$ cat src/rtl/inst_fetch_ctrl.sv
`default_nettype none
// ============================================================================
// Module   : inst_fetch_ctrl
// Purpose  : PC sequencer for a 32-word async instruction ROM with a one-entry
//            fetch buffer, redirect flush, address-fault halt and debug step.
// Revision : 1.0 - initial release
// ============================================================================
module inst_fetch_ctrl #(
    parameter logic [31:0] RESET_PC  = 32'h0000_0000,
    parameter int          ROM_DEPTH = 19
) (
    input  logic        clk,
    input  logic        rst,
    output logic [4:0]  rom_addr,
    input  logic [31:0] rom_inst,
    output logic        if_valid,
    output logic [31:0] if_pc,
    output logic [31:0] if_inst,
    input  logic        id_ready,
    input  logic        redirect_valid,
    input  logic [31:0] redirect_pc,
    input  logic        halt_req,
    input  logic        step,
    output logic        addr_err,
    output logic        halted,
    output logic [31:0] fetch_cnt
);

    localparam logic [5:0] c_ROM_DEPTH = 6'(ROM_DEPTH);

    typedef enum logic [0:0] {
        S_FETCH = 1'b0,
        S_HALT  = 1'b1
    } state_t;

    state_t      r_state;
    state_t      w_state_next;
    logic [31:0] r_pc;
    logic        r_if_valid;
    logic [31:0] r_if_pc;
    logic [31:0] r_if_inst;
    logic        r_addr_err;
    logic [31:0] r_fetch_cnt;

    logic        w_fault;
    logic        w_buf_free;
    logic        w_xfer;
    logic        w_load;
    logic        w_fault_pulse;

    assign w_fault    = (r_pc[1:0] != 2'b00) || (r_pc[31:7] != 25'd0) ||
                        ({1'b0, r_pc[6:2]} >= c_ROM_DEPTH);
    assign w_buf_free = !r_if_valid || id_ready;
    assign w_xfer     = r_if_valid && id_ready;

    // A redirect outranks the fault check on the old PC; the new target is
    // checked on the following cycle. A fault halt stays put until redirected.
    always_comb begin
        w_state_next  = r_state;
        w_load        = 1'b0;
        w_fault_pulse = 1'b0;
        if (redirect_valid) begin
            w_state_next = halt_req ? S_HALT : S_FETCH;
        end else begin
            case (r_state)
                S_FETCH: begin
                    if (w_fault) begin
                        w_fault_pulse = 1'b1;
                        w_state_next  = S_HALT;
                    end else if (halt_req) begin
                        w_state_next = S_HALT;
                    end else begin
                        w_load = w_buf_free;
                    end
                end
                S_HALT: begin
                    if (w_fault) begin
                        w_state_next = S_HALT;
                    end else if (!halt_req) begin
                        w_state_next = S_FETCH;
                    end else if (step) begin
                        w_load = w_buf_free;
                    end
                end
                default: w_state_next = S_FETCH;
            endcase
        end
    end

    always_ff @(posedge clk) begin
        if (rst) begin
            r_state     <= S_FETCH;
            r_pc        <= RESET_PC;
            r_if_valid  <= 1'b0;
            r_if_pc     <= 32'd0;
            r_if_inst   <= 32'd0;
            r_addr_err  <= 1'b0;
            r_fetch_cnt <= 32'd0;
        end else begin
            r_state    <= w_state_next;
            r_addr_err <= w_fault_pulse;
            if (w_xfer) begin
                r_fetch_cnt <= r_fetch_cnt + 32'd1;
            end
            if (redirect_valid) begin
                r_pc       <= redirect_pc;
                r_if_valid <= 1'b0;
            end else if (w_load) begin
                r_if_pc    <= r_pc;
                r_if_inst  <= rom_inst;
                r_if_valid <= 1'b1;
                r_pc       <= r_pc + 32'd4;
            end else if (w_xfer) begin
                r_if_valid <= 1'b0;
            end
        end
    end

    assign rom_addr  = r_pc[6:2];
    assign if_valid  = r_if_valid;
    assign if_pc     = r_if_pc;
    assign if_inst   = r_if_inst;
    assign addr_err  = r_addr_err;
    assign halted    = (r_state == S_HALT);
    assign fetch_cnt = r_fetch_cnt;

endmodule
`default_nettype wire

$ cat config.mk
export PLATFORM = sky130hd
export DESIGN_NAME = inst_fetch_ctrl
export DESIGN_NICKNAME = d
export VERILOG_FILES = /design/src/rtl/inst_fetch_ctrl.sv
export SDC_FILE = /design/constraint.sdc
export NUM_CORES = 1
export LEC_CHECK = 0
export CAP_MARGIN = 20
export CORE_MARGIN = 1
export CORE_UTILIZATION = 45
export DETAILED_ROUTE_END_ITERATION = 10
export PLACE_DENSITY = 0.86
export RECOVER_POWER = 50
export SLEW_MARGIN = 20
export SYNTH_ARGS = -nofsm -noshare
export SYNTH_HDL_FRONTEND = slang
export SYNTH_SLANG_ARGS = --single-unit
export TNS_END_PERCENT = 5
$ cat constraint.sdc
create_clock -name clk -period 2.8 [get_ports clk]
set_clock_uncertainty 0.1 [all_clocks]
set_input_delay 0.7 -clock clk [delete_from_list [all_inputs] [get_ports clk]]
set_output_delay 0.7 -clock clk [all_outputs]
set_load 0.1 [all_outputs]
---- Yosys cells after proc, flatten, opt, wreduce, memory -nomap -nowiden ----
Cells that the tools add are included.
storage, ports and cells
  register bits after elaboration ......... 131
  latch bits .............................. 0
  bits in writable memories ............... 0
  memory bits (read-only) ................. 0
  bits of input ports ..................... 70
  output and inout port bits .............. 104
  word-level logic and storage cells ...... 39
  memories ................................ 0
operators by class
  add/sub/neg operators ................... 2
  multiply operators ...................... 0
  div/mod/pow operators ................... 0
  $lt $le $gt $ge ......................... 1
  equality and inequality tests ........... 0
  shifts and indexed selects .............. 0
  mux-type cells .......................... 15
  bitwise logic cells ..................... 2
  reductions and logical operators ........ 12
operator list
  operator                                                          count
  32-bit 2-to-1 mux                                                 2
  32-bit by 1-bit adder with 32-bit output (second input constant)  1
  32-bit by 3-bit adder with 32-bit output (second input constant)  1
  25-bit nonzero test                                               1
  1-bit 2-to-1 mux                                                  12
  2-bit nonzero test                                                3
  5-bit >= comparator (second input constant)                       1
  1-bit logical OR                                                  3
  3-bit OR reduction                                                1
  1-bit inverter                                                    2
  1-bit one-hot mux with 2 select lines                             1
  2-bit AND reduction                                               1
  2-bit OR reduction                                                1
  1-bit logical AND                                                 1
  1-bit zero test                                                   1

---- Logic depth before layout (Yosys ltp) ----
Gate-level depths: netlist of the first run.
  depth in word-level cells ............... 9
  depth in mapped cells ................... 7
  depth with buffers taken out ............ 5

---- Least setup slack after synthesis of the first run ----
OpenSTA, ideal clock, no wires.
  path type ............................... register to register
  start point ............................. reg r_fetch_cnt[6], in the netlist fetch_cnt[6]
  end point ............................... reg r_fetch_cnt[31], in the netlist fetch_cnt[31]
  library setup time ...................... 0.123 ns
  arrival time ............................ 2.360 ns
  data required time ...................... 2.577 ns
  setup slack ............................. 0.217 ns
  stages on the path, launching flop included .. 6
  buffers on the path ..................... 0
  period minus slack after synthesis ...... 2.583 ns
  cells stage by stage .................... dfxtp_1 -> and4_1 -> nand4_2 -> nor3_2 -> nand3_1 -> mux2_1
between the ends
  longest elaborated chain between the ends .. 1
RTL lines
  item                                      RTL line  RTL
  start: declaration                        43        logic [31:0] r_fetch_cnt;
  start signal: assignment                  103       r_fetch_cnt <= r_fetch_cnt + 32'd1;
  32-bit by 1-bit adder with 32-bit output  103
No other way between the ends.
A chain may end at the register's enable or synchronous reset.

---- Worst setup path in the final report of the first run ----
  start point ............................. reg r_state, in the netlist halted
  end point ............................... out halted
RTL lines
  item                      RTL line  RTL
  start: declaration        36        state_t r_state;
  start signal: assignment  100       r_state <= w_state_next;
  end: declaration          25        output logic halted,
No word-level cell between the ends.

==> summary.md, run 1 <==
| Metric | Value |
|---|---|
| Status | `finished, final reports clean` |
| YS warnings | `0` |
| Max VDD drop | `0.497 mV` |
| WHS Path Cells | `1` |
| Hold Path Class | `register to register` |
| Post-route cell area | `7070 um^2` |
| Max Freq | `slightly above 400 MHz` |
| Buffer count from post-CTS setup fixing | `0` |
| Pins Over Slew Limit | `0` |
| Syn Std Cell Area | `~5000 um^2` |
| Pin count of the biggest net entering global routing | `45` |
| Synth cell count leaders | `dfxtp_1 (131), nor2_1 (62), nand2_1 (48)` |
| I/O pin count | `174` |
| Placed cells | `828` |
| Crit Path Class | `register to primary output` |
| CTS tree | `yes` |
| First-pass GRT wire length | `~20000 um` |
| Vias | `4491` |
| Mapped Cells | `548` |
| Syn_area_per_cell | `9.35 um^2` |
| Final antenna-violating net count | `0` |
| Routed wire length | `12800 um` |
| DRC | `0` |
| Leakage power total | `2.77 nW` |
| CP endpoint kind | `primary output` |
| Multi-input logic area | `2250 um^2` |
| CTS sink count | `131` |
| GPL Wtd Cong | `0.852` |
| Share of layout cells above drive strength 1 | `0.121` |
| Most common cell in the netlist | `dfxtp_1` |
| FILL cells | `between 900 and 1000` |
| Placed Area | `6670 um^2` |
| Die height | `about 110 um` |
| Yosys cell types | `40` |
| Initial antenna violation count | `0` |
| Reg power frac | `0.397` |
| Htree depth | `4` |
| Num CTS Buffers | `17` |
| EDFF count, synth | `0` |
| Share of the synthesized area in the top cell type | `0.512` |
| Buffer type at the clock tree root | `clkbuf_16` |
| Seq cells post-synth | `131` |
| Total grt overflow | `0` |
| Reg area | `2620 um^2` |
| Post-DR vias/cell | `5.22` |
| CTS clk-pin slew, worst paths | `60 ps` |
| Initial Utilization | `0.467` |
| Num rows | `38` |
| Inserted Diodes | `0` |
| Critical Path Stages | `1` |
| Clk Latency, worst-skew pair | `410 ps` |
| Net Sw Frac | `0.204` |
| Vias in the first global route | `about 4400` |
| Core outline area | `around 11000 um^2` |
| Gates resized, CTS repair | `0` |
| Post-Layout Cell Count | `860` |
| Iteration-0 DRC Markers | `301` |
| Die W | `109 um` |
| Port bufs | `173` |
| Worst slew margin | `0.182` |
| Wire length per cell | `between 10 and 15 um` |
| Largest area contributor in the netlist | `dfxtp_1` |
| Die footprint | `~12000 um^2` |
| Fin Setup TNS | `0 ps` |
| Buffers and inverters on the worst path | `1` |
| Layout overhead on the synthesized area | `37.9%` |
| R2R depth | `6` |
| Largest delay share family, worst path | `buffers and inverters` |
| Main synth FF type | `dfxtp_1` |
| Final period util | `0.880` |
| Period minus WS final | `roughly 2500 ps` |
| Syn nets | `620` |
| Slowest CP cell | `clkbuf_1` |
| Fin. Hold Viols | `0` |
| Gate power share | `0.064` |
| Clock power share | `0.538` |
| Net switching power | `0.985 mW` |
| Worst EP arrival | `1660 ps` |
| CP cell instances | `clkbuf_1` |
| Hold_buf cts | `0` |
| Area contributors post-synth | `dfxtp_1 (51%), mux2i_1 (5.9%), a31o_1 (5.5%), nor2_1 (4.5%), a21oi_1 (4.2%)` |
| Power Density | `683 nW/um^2` |
| Internal Power | `3.84 mW` |
| Clock Tree Buf Depth | `2` |
| Global-route usage over all layers | `0.221` |
| Asr flop ratio synth | `0` |
| CP startpoint kind | `register` |
| Sequential area share after synthesis | `0.512` |
| RSZ-0062 raised after global routing | `false` |
| Number of max-cap violations | `0` |
| Crit Path Max Fanout | `4` |
| Worst-margin pin slew | `approximately 1200 ps` |
| Critical Path RT | `around 2000 ps` |
| Final hold slack | `358 ps` |
| Drt pass-1 iters | `4` |
| Hpwl dp | `~9000 um` |
| Final setup viols | `0` |
| Final net count | `around 780` |
| Delay of the slowest critical-path stage | `880 ps` |
## per-layer routing
| metal | up-vias | global-route usage | share of wire |
|---|---|---|---|
| met5 | - | 0 | 0 |
| met4 | 0 | 0.0927 | 0.0077 |
| met3 | 8 | 0.0801 | 0.082 |
| met2 | 156 | 0.371 | 0.49 |
| met1 | 2117 | 0.253 | 0.42 |
| li1 | 2210 | - | - |
## sequential cells by signal (all words and copies together) (netlist names)
signal,flops
halted,1
addr_err,1
if_inst,32
if_valid,1
if_pc,32
fetch_cnt,32
r_pc,32
## power groups by stage
stage	combinational, mW	sequential, mW	clock, mW
2_1_floorplan	0.157	1.97	0
3_3_place_gp	0.306	1.95	0
3_5_place_dp	0.313	1.96	0
4_1_cts	0.316	1.92	2.64
5_1_grt	0.332	1.92	2.72
6_report	0.311	1.92	2.60
## logic make-up after synthesis
| kind of cell | after synthesis | share of synthesized area |
|---|---|---|
| fa+ha+maj | 2 | 0.00488 |
| buf+inv | 55 | 0.0517 |
| mux | 31 | 0.0608 |
| xor+xnor | 26 | 0.0444 |
| compound gates | 95 | 0.126 |
| flops | 131 | 0.512 |
| simple gates | 208 | 0.201 |
## stage by stage
step / util / power, mW / worst slack, ps
final: 0.644 / 4.83 / 336
after global routing: 0.644 / 4.98 / 252
after CTS: 0.672 / 4.88 / 413
after detailed placement: 0.607 / 2.27 / 42.2
after global placement: 0.607 / 2.26 / 114
after floorplan: - / 2.13 / 217
## cell usage in the layout, fill, tap and decap left out, types with 16 or more instances in the layout
cell type          n
a21oi_1           43
a31o_1            32
and2_1            31
buf_4             26
clkbuf_1          73
clkbuf_16         17
clkdlybuf4s50_1   66
dfxtp_1          131
mux2i_1           30
nand2_1           48
nor2_1            62
nor4_1            16
xnor2_1           23
## area by class of cell
| class | instances | area share |
|---|---|---|
| flip-flops and latches | 131 | 0.371 |
| multi-input cells | 362 | 0.318 |
| repair buffers | 185 | 0.181 |
| clock buffers | 19 | 0.0641 |
| clock inverters | 13 | 0.0359 |
| well taps | 140 | 0.0248 |
| inverters | 10 | 0.00531 |
## final timing paths
path                                        startpoint                endpoint  slack (ps)
worst max-delay path                 halted$_SDFF_PP0_                  halted         340
worst min-delay path            if_pc[18]$_SDFFE_PP0P_  if_pc[18]$_SDFFE_PP0P_         360
worst max register to register    r_pc[2]$_SDFFE_PP0P_    r_pc[3]$_SDFFE_PP0P_         390
worst min register to register  if_pc[18]$_SDFFE_PP0P_  if_pc[18]$_SDFFE_PP0P_         360
(Power assumes the default switching activity.)
==> run 2, diff against run 1 <==
--- a/config.mk
+++ b/config.mk
@@ -11,6 +11,7 @@
 export DETAILED_ROUTE_END_ITERATION = 10
 export PLACE_DENSITY = 0.86
 export RECOVER_POWER = 50
+export SKIP_CTS_REPAIR_TIMING = 1
 export SLEW_MARGIN = 20
 export SYNTH_ARGS = -nofsm -noshare
 export SYNTH_HDL_FRONTEND = slang
==> results of run 2 <==
No change in the layout: final DEF, timing and power equal those of run 1.
==> run 3, diff against run 2 <==
--- a/config.mk
+++ b/config.mk
@@ -9,10 +9,10 @@
 export CORE_MARGIN = 1
 export CORE_UTILIZATION = 45
 export DETAILED_ROUTE_END_ITERATION = 10
+export GPL_ROUTABILITY_DRIVEN = 0
 export PLACE_DENSITY = 0.86
 export RECOVER_POWER = 50
-export SKIP_CTS_REPAIR_TIMING = 1
-export SLEW_MARGIN = 20
+export SLEW_MARGIN = 10
 export SYNTH_ARGS = -nofsm -noshare
 export SYNTH_HDL_FRONTEND = slang
 export SYNTH_SLANG_ARGS = --single-unit
==> results of run 3 <==
No change in the layout: final DEF, timing and power equal those of run 1.
